File: src/rtl/knn_vote_selector.sv
// k-NN vote selector: keeps the K nearest (distance, type) samples of a query in a
// sorted register list, then runs a K-cycle majority vote and reports the winner.
module knn_vote_selector #(
    parameter int W = 8,
    parameter int K = 3,
    parameter int C = 4
) (
    input  logic                     clk,
    input  logic                     rst,
    input  logic                     start,
    input  logic                     in_valid,
    output logic                     in_ready,
    input  logic                     in_last,
    input  logic [W-1:0]             distance,
    input  logic [W-1:0]             data_type,
    output logic                     busy,
    output logic                     result_valid,
    output logic [W-1:0]             result_type,
    output logic [$clog2(K+1)-1:0]   result_votes,
    output logic [W-1:0]             result_distance
);

    localparam int CW = $clog2(K + 1);
    localparam int IW = (K > 1) ? $clog2(K) : 1;

    typedef enum logic [1:0] {IDLE, COLLECT, VOTE, DONE} state_t;

    state_t                  state_q;
    logic [K-1:0]            vld_q, vld_d;
    logic [K-1:0][W-1:0]     dist_q, dist_d;
    logic [K-1:0][W-1:0]     type_q, type_d;
    logic [C-1:0][CW-1:0]    cnt_q;
    logic [C-1:0][IW-1:0]    first_q;
    logic [IW-1:0]           vidx_q;
    logic [K-1:0]            le;

    logic [W-1:0]            win_type;
    logic [CW-1:0]           win_cnt;
    logic [IW-1:0]           win_first;

    assign in_ready = (state_q == COLLECT);
    assign busy     = (state_q != IDLE);

    // le[j]: entry j stays put. Valid entries form a sorted prefix, so le is a
    // prefix too; "<=" puts a new sample after existing equal distances.
    always_comb begin
        vld_d  = vld_q;
        dist_d = dist_q;
        type_d = type_q;
        le     = '0;
        for (int j = 0; j < K; j++)
            le[j] = vld_q[j] && (dist_q[j] <= distance);
        if (!le[0]) begin
            vld_d[0]  = 1'b1;
            dist_d[0] = distance;
            type_d[0] = data_type;
        end
        for (int j = 1; j < K; j++) begin
            if (!le[j]) begin
                if (le[j-1]) begin
                    vld_d[j]  = 1'b1;
                    dist_d[j] = distance;
                    type_d[j] = data_type;
                end else begin
                    vld_d[j]  = vld_q[j-1];
                    dist_d[j] = dist_q[j-1];
                    type_d[j] = type_q[j-1];
                end
            end
        end
    end

    // Highest count wins; equal counts go to the class seen first in the list.
    always_comb begin
        win_type  = '0;
        win_cnt   = '0;
        win_first = '1;
        for (int c = 0; c < C; c++) begin
            if ((cnt_q[c] > win_cnt) ||
                ((cnt_q[c] != '0) && (cnt_q[c] == win_cnt) && (first_q[c] < win_first))) begin
                win_type  = W'(c);
                win_cnt   = cnt_q[c];
                win_first = first_q[c];
            end
        end
    end

    always_ff @(posedge clk) begin
        if (rst) begin
            state_q         <= IDLE;
            vld_q           <= '0;
            dist_q          <= '1;
            type_q          <= '0;
            cnt_q           <= '0;
            first_q         <= '0;
            vidx_q          <= '0;
            result_valid    <= 1'b0;
            result_type     <= '0;
            result_votes    <= '0;
            result_distance <= '0;
        end else begin
            result_valid <= 1'b0;
            case (state_q)
                IDLE: begin
                    if (start) begin
                        vld_q   <= '0;
                        dist_q  <= '1;
                        type_q  <= '0;
                        cnt_q   <= '0;
                        first_q <= '0;
                        state_q <= COLLECT;
                    end
                end
                COLLECT: begin
                    if (in_valid) begin
                        vld_q  <= vld_d;
                        dist_q <= dist_d;
                        type_q <= type_d;
                        if (in_last) begin
                            vidx_q  <= '0;
                            state_q <= VOTE;
                        end
                    end
                end
                VOTE: begin
                    // Only labels 0..C-1 can match a class, so out-of-range types never count.
                    for (int c = 0; c < C; c++) begin
                        if (vld_q[vidx_q] && (type_q[vidx_q] == W'(c))) begin
                            cnt_q[c] <= cnt_q[c] + 1'b1;
                            if (cnt_q[c] == '0)
                                first_q[c] <= vidx_q;
                        end
                    end
                    vidx_q <= vidx_q + 1'b1;
                    if (vidx_q == IW'(K - 1))
                        state_q <= DONE;
                end
                DONE: begin
                    result_type     <= win_type;
                    result_votes    <= win_cnt;
                    result_distance <= dist_q[0];
                    result_valid    <= 1'b1;
                    state_q         <= IDLE;
                end
                default: state_q <= IDLE;
            endcase
        end
    end

endmodule

File: config.mk
export PLATFORM = sky130hd
export DESIGN_NAME = knn_vote_selector
export DESIGN_NICKNAME = d
export VERILOG_FILES = /design/src/rtl/knn_vote_selector.sv
export SDC_FILE = /design/constraint.sdc
export NUM_CORES = 1
export LEC_CHECK = 0
export CAP_MARGIN = 20
export CORE_ASPECT_RATIO = 1.4
export CORE_UTILIZATION = 35
export DETAILED_ROUTE_END_ITERATION = 7
export GPL_ROUTABILITY_DRIVEN = 0
export PLACE_DENSITY_LB_ADDON = 0.2
export SETUP_SLACK_MARGIN = 0.02
export SYNTH_ARGS = -nofsm -noshare
export SYNTH_HDL_FRONTEND = slang
export SYNTH_SLANG_ARGS = --single-unit
File: constraint.sdc
create_clock -name clk -period 8.04 [get_ports clk]
set_input_delay 2.01 -clock clk [delete_from_list [all_inputs] [get_ports clk]]
set_output_delay 2.01 -clock clk [all_outputs]
set_load 0.02 [all_outputs]
==> out/metrics.yaml <==
floorplanning:
  die_h_microns: 141
  die_w_microns: 101
  rows: 50
  design.die.area_sq_um: 14200
  core_region_area_sq_um: 13400
  initial_core_util_pct: 35.9
  io_pins: 42
route:
  dr.pass1.iters: 4
  vias: 4073
  avgViaCountPerCell: 5.31
  routed_wl_mm: 12.5
  drc: 0
  drt_iter0_markers: 253
  drtAntennaViolNets: 0
  drt-wirelength-per-cell_microns: 16.2
critical_path:
  timing.rr.end: "result_votes[1]"
  path_buf_inv: 2
  cp_data_arrival_time_ns: 5.65
  r2r_cells: 22
  cpLargestDelayFamily: "compound AO/OA/AOI/OAI gates"
  reg2reg_slack_ns: 2.65
  rr_startpoint: "cnt_q[0]"
  required_ns: 8.29
  slowest_stage: "a2111oi_4"
  critPathCaptureType: "flop"
  cp-start-kind: "flop"
  max_stage_delay_ns: 0.41
  cp_max_fo: 8
  crit_top_cell: "ha_1"
  path_class: "reg -> reg"
  path_cells: "inv_1 -> ha_1 -> nand2b_1 -> ha_1 -> nand2_1 -> a2111oi_4 -> nor2_1 -> mux2_2 -> ha_1 -> nor2b_1 -> o21ai_0 -> o21ai_0 -> a31oi_4 -> mux2i_1 -> inv_1 -> ha_1 -> a21boi_0 -> o22ai_1 -> o41ai_1 -> o211ai_2 -> mux2i_1 -> a211oi_2"
logic_synthesis:
  synth_ff_type: "dfxtp_1"
  yosys.cell_types.count: 56
  synth_edf_count: 0
  synth_area_per_cell_sq_um: 8.61
  yosys-top-cells-area: "dfxtp_1 35%, ha_1 11%, mux2i_1 7.5%, a21oi_1 4.0%, inv_1 3.6%"
  yosysWarnings: 0
  async_flop_share_pct: 0
  synth_top_cell_area_share_pct: 35.0
  synth_top_cell_by_area: "dfxtp_1"
  netlist_area_sq_um: 4800
  syn_inst: 558
  ys_ff_latch: 84
  synth_seq_area_share_pct: 35.0
finish:
  syn_to_final_growth_pct: 16.2
  mostFrequentLayoutCells: "84 x dfxtp_1, 46 x inv_1, 44 x nand2_1, 44 x nor2_1, 41 x ha_1"
  final_common_cell: "dfxtp_1"
  nets: 643
  antenna_cells: 0
  drive_gt1_share_pct: 6.67
clocking:
  cts_root_buffer: "clkbuf_16"
  hold_buffers: 0
  cts.htree.levels: 3
  numCtsBuffers: 9
  cts.sinks: 84
  path_clk_slew_ns: 0.06
  clk_latency_ns: 0.34
  cts_resized: 0
  tritoncts: "done"
  clock_path_buffers: 2
  cts_setup_buffers: 0
timing:
  fin_worst_skew_ns: 0.00593
  relSlewSlack_pct: 45.2
  whs_ns: 0.466
  slew_viol_final: 0
  setup_tns_ns: 0
  max_clock_freq_mhz: 185
  finalSetupViolCount: 0
  fin_crit_sh_pct: 67.1
  final.min_clock_period_ns: 5.39
  rsz0062_at_grt: "false"
  layout_setup_ws_ns: 2.65
  hold_violations: 0
  tightest_slew_ns: 0.821
power:
  finalPower_mw: 1.48
  p_leak_nw: 2.10
  irDropWorstVdd_uv: 102
  p_per_area_nw_per_um2: 264
worst_hold_path:
  hold_path_class: "reg -> reg"
  min_to: "type_q[19]"
  holdPathStages: 1
  worstHoldStart: "type_q[19]"
outcome:
  status: "complete, no violations"
global_routing:
  grt_pass1_wl_mm: 20.5
  grt_antenna_before_repair: 0
  overflow: 0
  grt_max_degree: 62
  grt_usage_pct: 18.6
  grt_pass1_vias: 4191
placed_design:
  hpwl_mm: 9.14
  numPortBuffers: 35
  place_ws_ns: 2.70
run:
  cap_violations: 0
## state kept, by name, indices dropped and copies added (netlist names)
name and count:
dist_q 24, type_q 24, cnt_q 8, first_q 8
result_distance 8, vld_q 3, result_type 2, result_votes 2
state_q 2, vidx_q 2, result_valid 1
## cells in the mapped netlist, types with 2 or more instances
cell type / n
a32oi_1: 2
mux2i_1: 36
a211oi_2: 2
a22oi_1: 15
nand2_1: 44
a21o_1: 5
inv_1: 46
nand3_1: 7
buf_1: 4
o2bb2ai_1: 8
o32ai_1: 9
nor4_1: 3
or3_1: 2
nand2b_1: 11
a2bb2oi_1: 7
nor3_1: 12
nor2_1: 44
o31ai_1: 5
a41oi_1: 4
nor2b_1: 8
nand3b_1: 5
ha_1: 41
clkbuf_1: 20
buf_4: 6
o21a_1: 3
o22a_1: 3
or2_2: 2
o21ai_1: 7
o21bai_2: 2
o41ai_1: 2
buf_2: 4
o21ai_0: 22
a21oi_1: 38
a311oi_1: 2
mux2_2: 4
o21bai_1: 2
dfxtp_1: 84
nand4_1: 9
o22ai_1: 11
## worst max path at each step
stage | start | slack (ns) | cells after the start | to
6_report | cnt_q[0] | 2.65 | 22 | result_votes[1]
5_1_grt | cnt_q[0] | 2.30 | 22 | result_votes[0]
4_1_cts | cnt_q[0] | 2.67 | 22 | result_votes[1]
3_5_place_dp | cnt_q[0] | 2.70 | 22 | result_votes[1]
3_3_place_gp | cnt_q[0] | 2.84 | 22 | result_votes[1]
2_1_floorplan | cnt_q[0] | 3.25 | 22 | result_votes[0]
## logic make-up (layout without fill, tap and decap cells)
logic type      Yosys count  count (layout)  synth area share, %
flops                    84              84                 35.0
compound gates          158             158                 23.2
buf+inv                  80             102                 6.82
mux                      41              41                 8.75
fa+ha+maj                41              41                 10.7
other cells               1               6               0.0781
simple gates            153             153                 15.4
## power breakdown
group	switching, mW	internal (mW)	leakage (nW)
Clock	0.165	0.248	0.140
Sequential	0.0371	0.452	0.679
Combinational	0.361	0.212	1.28
Total	0.564	0.912	2.10
## through the flow
step / instance area (sq um) / instances / utilization [%]
floorplan: 4820 / 563 / -
global placement: 5290 / 751 / 39.5
detailed placement: 5290 / 751 / 39.5
CTS: 5570 / 766 / 41.6
global route: 5580 / 767 / 41.7
finish: 5580 / 767 / 41.7
## per-layer routing
layer | wire length, microns | up-vias | GRT usage, %
li1 | - | 2047 | -
met1 | 5250 | 1933 | 20.8
met2 | 6580 | 77 | 33.1
met3 | 369 | 16 | 3.32
met4 | 261 | 0 | 9.84
met5 | 0 | - | 0
## area by class of cell
class	instances	area, sq um
clock inverters	2	35.0
clock buffers	13	250
inverters	46	173
fillers	1381	7800
well taps	182	228
multi-input cells	399	2820
repair buffers	41	394
flip-flops and latches	84	1680
Note: power is estimated with default switching activity, not from simulation.
